File: src/rtl/fractal_pkg.sv
// Shared definitions for the fractal renderer write path.
//   pixel_t    : pixel word carried from the solvers to the frame buffer
//   waddr_t    : frame-buffer write address
//   ARB_RR     : round-robin grant policy selector
//   ARB_FIXED  : fixed-priority (lowest index wins) grant policy selector
//   next_index : modulo-n increment used by the round-robin search
package fractal_pkg;

  typedef logic [15:0] pixel_t;
  typedef logic [31:0] waddr_t;

  localparam int ARB_RR    = 0;
  localparam int ARB_FIXED = 1;

  // Step an index forward by one, wrapping back to zero at n.
  function automatic int next_index(input int idx, input int n);
    int nxt;
    if (idx + 32'sd1 >= n) begin
      nxt = 32'sd0;
    end else begin
      nxt = idx + 32'sd1;
    end
    return nxt;
  endfunction

endpackage

File: src/rtl/write_fifo.sv
// Synchronous FIFO with a separate occupancy counter.
//   clock, reset : rising-edge clock, asynchronous active-high reset
//   push, wr_data: write request and word (ignored while full)
//   pop          : read request (ignored while empty)
//   rd_data      : head word, forced to zero while empty
//   full, empty  : occupancy flags
//   count        : number of stored words
module write_fifo #(
  parameter int WIDTH = 8,
  parameter int DEPTH = 4
) (
  input  logic                           clock,
  input  logic                           reset,
  input  logic                           push,
  input  logic [WIDTH-1:0]               wr_data,
  input  logic                           pop,
  output logic [WIDTH-1:0]               rd_data,
  output logic                           full,
  output logic                           empty,
  output logic [$clog2(DEPTH+1)-1:0]     count
);

  localparam int PTR_W = $clog2(DEPTH);
  localparam int CNT_W = $clog2(DEPTH + 1);

  logic [WIDTH-1:0] mem_r [DEPTH];
  logic [PTR_W-1:0] wr_ptr_r;
  logic [PTR_W-1:0] rd_ptr_r;
  logic [CNT_W-1:0] count_r;
  logic             push_ok_s;
  logic             pop_ok_s;

  assign full      = (count_r == CNT_W'(DEPTH));
  assign empty     = (count_r == CNT_W'(0));
  assign count     = count_r;
  assign push_ok_s = push && !full;
  assign pop_ok_s  = pop && !empty;

  // Storage array; contents are never reset because empty gates the head.
  always_ff @(posedge clock) begin
    if (push_ok_s) begin
      mem_r[wr_ptr_r] <= wr_data;
    end
  end

  // Pointers wrap naturally at the power-of-two depth; count tracks occupancy.
  always_ff @(posedge clock or posedge reset) begin
    if (reset) begin
      wr_ptr_r <= PTR_W'(0);
      rd_ptr_r <= PTR_W'(0);
      count_r  <= CNT_W'(0);
    end else begin
      if (push_ok_s) begin
        wr_ptr_r <= wr_ptr_r + PTR_W'(1);
      end
      if (pop_ok_s) begin
        rd_ptr_r <= rd_ptr_r + PTR_W'(1);
      end
      case ({push_ok_s, pop_ok_s})
        2'b10:   count_r <= count_r + CNT_W'(1);
        2'b01:   count_r <= count_r - CNT_W'(1);
        default: count_r <= count_r;
      endcase
    end
  end

  // Present the head word, or zero when nothing is stored.
  always_comb begin
    rd_data = '0;
    if (!empty) begin
      rd_data = mem_r[rd_ptr_r];
    end else begin
      rd_data = '0;
    end
  end

endmodule

File: src/rtl/write_arbiter_rr.sv
// Merges pixel writes from NUM_CHANNELS solvers onto one memory write port.
//   clock, reset          : rising-edge clock, asynchronous active-high reset
//   in_data/in_addr       : per-channel word and address, held until acked
//   in_valid / in_ack     : per-channel request; in_ack is one-hot or zero
//   out_data/out_addr     : head word of the output FIFO
//   out_channel           : source channel of the head word
//   out_write_en / out_ack: head valid / memory accepted the head
//   fifo_count            : output FIFO occupancy
module write_arbiter_rr
  import fractal_pkg::*;
#(
  parameter int NUM_CHANNELS  = 2,
  parameter int DATA_WIDTH    = $bits(pixel_t),
  parameter int ADDR_WIDTH    = $bits(waddr_t),
  parameter int FIFO_DEPTH    = 4,
  parameter int PRIORITY_MODE = ARB_RR
) (
  input  logic                                   clock,
  input  logic                                   reset,
  input  logic [NUM_CHANNELS-1:0][DATA_WIDTH-1:0] in_data,
  input  logic [NUM_CHANNELS-1:0][ADDR_WIDTH-1:0] in_addr,
  input  logic [NUM_CHANNELS-1:0]                in_valid,
  output logic [NUM_CHANNELS-1:0]                in_ack,
  output logic [DATA_WIDTH-1:0]                  out_data,
  output logic [ADDR_WIDTH-1:0]                  out_addr,
  output logic [$clog2(NUM_CHANNELS)-1:0]        out_channel,
  output logic                                   out_write_en,
  input  logic                                   out_ack,
  output logic [$clog2(FIFO_DEPTH+1)-1:0]        fifo_count
);

  localparam int CH_W    = $clog2(NUM_CHANNELS);
  localparam int ENTRY_W = CH_W + ADDR_WIDTH + DATA_WIDTH;

  logic [CH_W-1:0]    last_grant_r;
  logic [CH_W-1:0]    idx_s;
  logic [CH_W-1:0]    grant_s;
  logic               found_s;
  logic               push_s;
  logic               full_s;
  logic               empty_s;
  logic [ENTRY_W-1:0] wr_entry_s;
  logic [ENTRY_W-1:0] head_s;

  // Scan the channels once, starting after the last winner (round-robin)
  // or at channel 0 (fixed priority); the first valid channel wins.
  always_comb begin
    found_s = 1'b0;
    grant_s = '0;
    if (PRIORITY_MODE == ARB_FIXED) begin
      idx_s = '0;
    end else begin
      idx_s = CH_W'(next_index(int'(last_grant_r), NUM_CHANNELS));
    end
    for (int k = 0; k < NUM_CHANNELS; k++) begin
      if (!found_s && in_valid[idx_s]) begin
        found_s = 1'b1;
        grant_s = idx_s;
      end else begin
        found_s = found_s;
      end
      idx_s = CH_W'(next_index(int'(idx_s), NUM_CHANNELS));
    end
  end

  // A full FIFO blocks the push even if it pops this cycle, so in_ack
  // never depends on out_ack. Reset holds in_ack low.
  assign push_s = found_s && !full_s && !reset;

  // One-hot acknowledge of the granted channel.
  always_comb begin
    in_ack = '0;
    if (push_s) begin
      in_ack[grant_s] = 1'b1;
    end else begin
      in_ack = '0;
    end
  end

  // The search pointer advances only when a word is actually taken.
  always_ff @(posedge clock or posedge reset) begin
    if (reset) begin
      last_grant_r <= CH_W'(NUM_CHANNELS - 1);
    end else if (push_s) begin
      last_grant_r <= grant_s;
    end else begin
      last_grant_r <= last_grant_r;
    end
  end

  assign wr_entry_s = {grant_s, in_addr[grant_s], in_data[grant_s]};

  write_fifo #(
    .WIDTH (ENTRY_W),
    .DEPTH (FIFO_DEPTH)
  ) u_fifo (
    .clock   (clock),
    .reset   (reset),
    .push    (push_s),
    .wr_data (wr_entry_s),
    .pop     (out_ack),
    .rd_data (head_s),
    .full    (full_s),
    .empty   (empty_s),
    .count   (fifo_count)
  );

  assign out_data     = head_s[DATA_WIDTH-1:0];
  assign out_addr     = head_s[DATA_WIDTH +: ADDR_WIDTH];
  assign out_channel  = head_s[DATA_WIDTH+ADDR_WIDTH +: CH_W];
  assign out_write_en = !empty_s;

endmodule

File: config.mk
export PLATFORM = sky130hd
export DESIGN_NAME = write_arbiter_rr
export DESIGN_NICKNAME = d
export VERILOG_FILES = /design/src/rtl/fractal_pkg.sv /design/src/rtl/write_fifo.sv /design/src/rtl/write_arbiter_rr.sv
export SDC_FILE = /design/constraint.sdc
export NUM_CORES = 1
export LEC_CHECK = 0
export CAP_MARGIN = 20
export CORE_MARGIN = 4
export CORE_UTILIZATION = 50
export DETAILED_ROUTE_END_ITERATION = 10
export HOLD_SLACK_MARGIN = 0.05
export MAX_ROUTING_LAYER = met4
export PLACE_DENSITY = 0.84
export SETUP_SLACK_MARGIN = 0.2
export SLEW_MARGIN = 20
export SYNTH_ARGS = -nofsm -noshare
export SYNTH_HDL_FRONTEND = slang
export SYNTH_HIERARCHICAL = 1
export SYNTH_SLANG_ARGS = --single-unit
File: constraint.sdc
create_clock -name clock -period 5.9 [get_ports clock]
set_input_delay 0.885 -clock clock [delete_from_list [all_inputs] [get_ports clock]]
set_output_delay 0.885 -clock clock [all_outputs]
set_load 0.005 [all_outputs]
==> results.md <==
- Pre-antenna DRT Iters: 4
- Max-cap viol count: 0
- Drt via density: 5.29
- Via count: 4297
- IO buf count: 155
- Final Hold Viols: 0
- CTS H-tree lvls: 1
- CP arrival: 2.71 ns
- CP Class: reg2out
- Maximum clock frequency: 278 MHz
- Post-CTS sizing: 0
- Fraction of layout cells with a size suffix above 1: 24.3%
- Post-synthesis cell count: 415
- Status: completed
- Initial Util: 51.3%
- Syn_nets: 522
- Total GRT Usage: 17.4%
- Maximum vdd ir drop: 0.325 mV
- # fillers: 1120
- Max-slew violations: 0
- N_diodes: 0
- Register area share after synthesis: 71.0%
- TritonCTS buffer count: 21
- Initial antenna violation count: 0
- Syn Std Cell Area: 0.00857 mm2
- Final cell count without fillers: 813
- Setup ws final: 2.30 ns
- Die W: 139 um
- Reg area: 0.00609 mm2
- # rows: 47
- Dominant cell type by area after synthesis: edfxtp_1
- Setup bufs post-CTS: 0
- DRC viols: 0
- IO Pins: 156
- Largest net degree at the start of global routing: 53
- DRT iter0 DRCs: 259
- Endpoint type of the worst setup path: primary output
- Least-Margin Pin Slew: 0.727 ns
- Final Net Count: 685
- Final WL: 16200 um
- Antenna-violating nets left: 0
- Max Clock Skew: 0.0135 ns
- Final Critical Period: 3.60 ns
- Unrepaired setup endpoints after global routing: no
- Worst EP required: 5.02 ns
- CTS Root Cell: clkbuf_16
- Worst-path cell chain: buf_16 > mux4_1 > and2_1 > clkdlybuf4s50_1
- Area occupied by multi-input gates: 0.00224 mm2
- Synthesized flop and latch total: 204
- Pwr dens: 461 mW/mm2
- Sink Count: 204
- Met1 Routed Length: 6670 um
- Routability cong.: 0.772
- Slowest cell on crit path: dfrtp_4
- Hpwl dp: 10300 um
- Number of distinct library cells after synthesis: 28
- Setup tns final: 0 ns
- Top Metal Used: met4
- CP peak stage delay: 0.69 ns
- Global-route wire length before repair: 26000 um
- Ys Warns: 6
- Period utilization: 61.0%
- Syn avg cell area: 20.7 um2
- Pleak: 3.64 nW
- CP startpoint kind: flip-flop
- Vias in the first global route: 4829
- Global route overflow: 0
- Routed wire per std cell: 19.9 um
- Core footprint: 0.0167 mm2
- CTS tree: done
- Worst slack, placed: 2.33 ns
- Synthesis-to-finish area growth: 27.3%
- Met2 routed WL: 8440 um
- Hold crit path type: reg2reg
- Post-synth top area share: 68.7%
- CTS Hold Bufs: 0
- Largest cells by area after synthesis: edfxtp_1 69%, mux4_2 13%, mux2_2 6.0%
- Worst-path clk slew: 0.06 ns
- Total power: 5.04 mW
- Die H: 139 um
- Slew Limit Headroom: 51.6%
- Clk_lat worst skew: 0.48 ns
- Routed length on met3: 870 um
- Clock Tree Buf Depth: 3
- Crit path max fanout: 32
- Die Area: 0.0193 mm2
- Final setup viols: 0
- Placed Instances: 774
routing by layer:
metal | GRT usage, % | up-vias
li1 | - | 1972
met1 | 22.1 | 2154
met2 | 29.9 | 148
met3 | 3.38 | 23
met4 | 2.99 | 0
met5 | - | -
synthesized netlist by cell type:
| cell type | number |
|---|---|
| fa_1 | 1 |
| nor3b_1 | 1 |
| buf_12 | 5 |
| nor2_1 | 3 |
| a22o_1 | 1 |
| dfrtp_1 | 7 |
| clkbuf_1 | 7 |
| edfxtp_1 | 196 |
| mux2i_1 | 1 |
| ha_1 | 5 |
| buf_4 | 2 |
| mux2_1 | 3 |
| nand3_1 | 1 |
| nor2b_1 | 2 |
| xor2_1 | 3 |
| mux4_2 | 48 |
| and2_1 | 55 |
| or3_1 | 1 |
| mux4_1 | 1 |
| o21a_1 | 1 |
| inv_1 | 10 |
| or3b_1 | 1 |
| xnor2_1 | 3 |
| dfstp_2 | 1 |
| buf_2 | 5 |
| buf_6 | 4 |
| mux2_2 | 46 |
| a21boi_4 | 1 |
final timing paths:
| check | startpoint | to | slack (ns) | depth (start not counted) |
|---|---|---|---|---|
| min in group asynchronous | reset | u_fifo/count[0] | 0.73 | 2 |
| hold / removal | u_fifo/count[2] | u_fifo/count[2] | 0.55 | 1 |
| hold reg to reg | u_fifo/count[2] | u_fifo/count[2] | 0.55 | 1 |
| max in group asynchronous | reset | u_fifo/rd_ptr_r[0] | 4.92 | 2 |
| setup reg to reg | u_fifo/count[2] | u_fifo/mem_r[1][40] | 3.14 | 6 |
| setup / recovery | u_fifo/rd_ptr_r[0] | out_addr[28] | 2.30 | 4 |
registers in the layout, summed over array words and instances (netlist names):
signal	count
u_fifo/mem_r	196
u_fifo/count	3
u_fifo/rd_ptr_r	2
u_fifo/wr_ptr_r	2
last_grant_r	1
critical path: cells and delay by family (launching register included):
| family | cells | cell delay [ns] |
|---|---|---|
| and+or+nand+nor | 1 | 0.17 |
| buffers and inverters | 2 | 0.74 |
| DFF | 1 | 0.69 |
| muxes | 1 | 0.60 |
power breakdown:
group          leakage, nW  switching (mW)  internal, mW
registers             1.87           0.138          1.91
clock network        0.321           0.504         0.695
logic                 1.45           0.697          1.09
total                 3.64            1.34          3.70
cell type report:
type / count / share of cell area, %
Inverter: 10 / 0.344
Multi-Input combinational cell: 178 / 20.5
Timing Repair Buffer: 163 / 14.9
Clock inverter: 10 / 0.516
Sequential cell: 204 / 55.8
Clock buffer: 28 / 5.33
Tap cell: 220 / 2.52
layout by cell type (no fill, tap or decap):
master and n:
dfrtp_2 1, or3b_1 1, dfstp_2 1, mux2_1 3
fa_1 1, xnor2_1 3, clkinv_2 8, and2_1 51
and2_2 4, mux4_1 1, inv_6 1, clkbuf_1 4
ha_1 5, dfrtp_4 1, mux2i_1 1, buf_4 7
clkdlybuf4s50_1 155, clkbuf_16 21, nor3b_1 1, inv_1 10
a21boi_4 1, buf_16 1, mux2_2 46, edfxtp_1 196
o21a_1 1, or3_1 1, nand3_1 1, clkinvlp_4 1
a22o_1 1, nor2_1 3, clkbuf_8 3, nor2b_1 2
xor2_1 3, dfrtp_1 5, mux4_2 48
logic make-up (layout without fill, tap and decap cells):
logic type,count (synthesis),in the layout,synth area share [%]
xor+xnor,6,6,0.613
flops,204,204,71.0
simple gates,64,64,4.61
mux,99,99,19.5
buf+inv,33,211,2.91
compound gates,3,3,0.409
fa+ha+maj,6,6,0.964
per-stage QoR:
stage / area, um2 / utilization [%] / hold slack (ns)
final: 10900 / 65.4 / 0.545
after global routing: 10900 / 65.4 / 0.561
after CTS: 10900 / 65.2 / 0.549
after detailed placement: 10200 / 61.4 / 0.534
after global placement: 10200 / 61.4 / 0.530
after floorplan: 8570 / - / 0.489
Note: power is estimated with default switching activity, not from simulation.
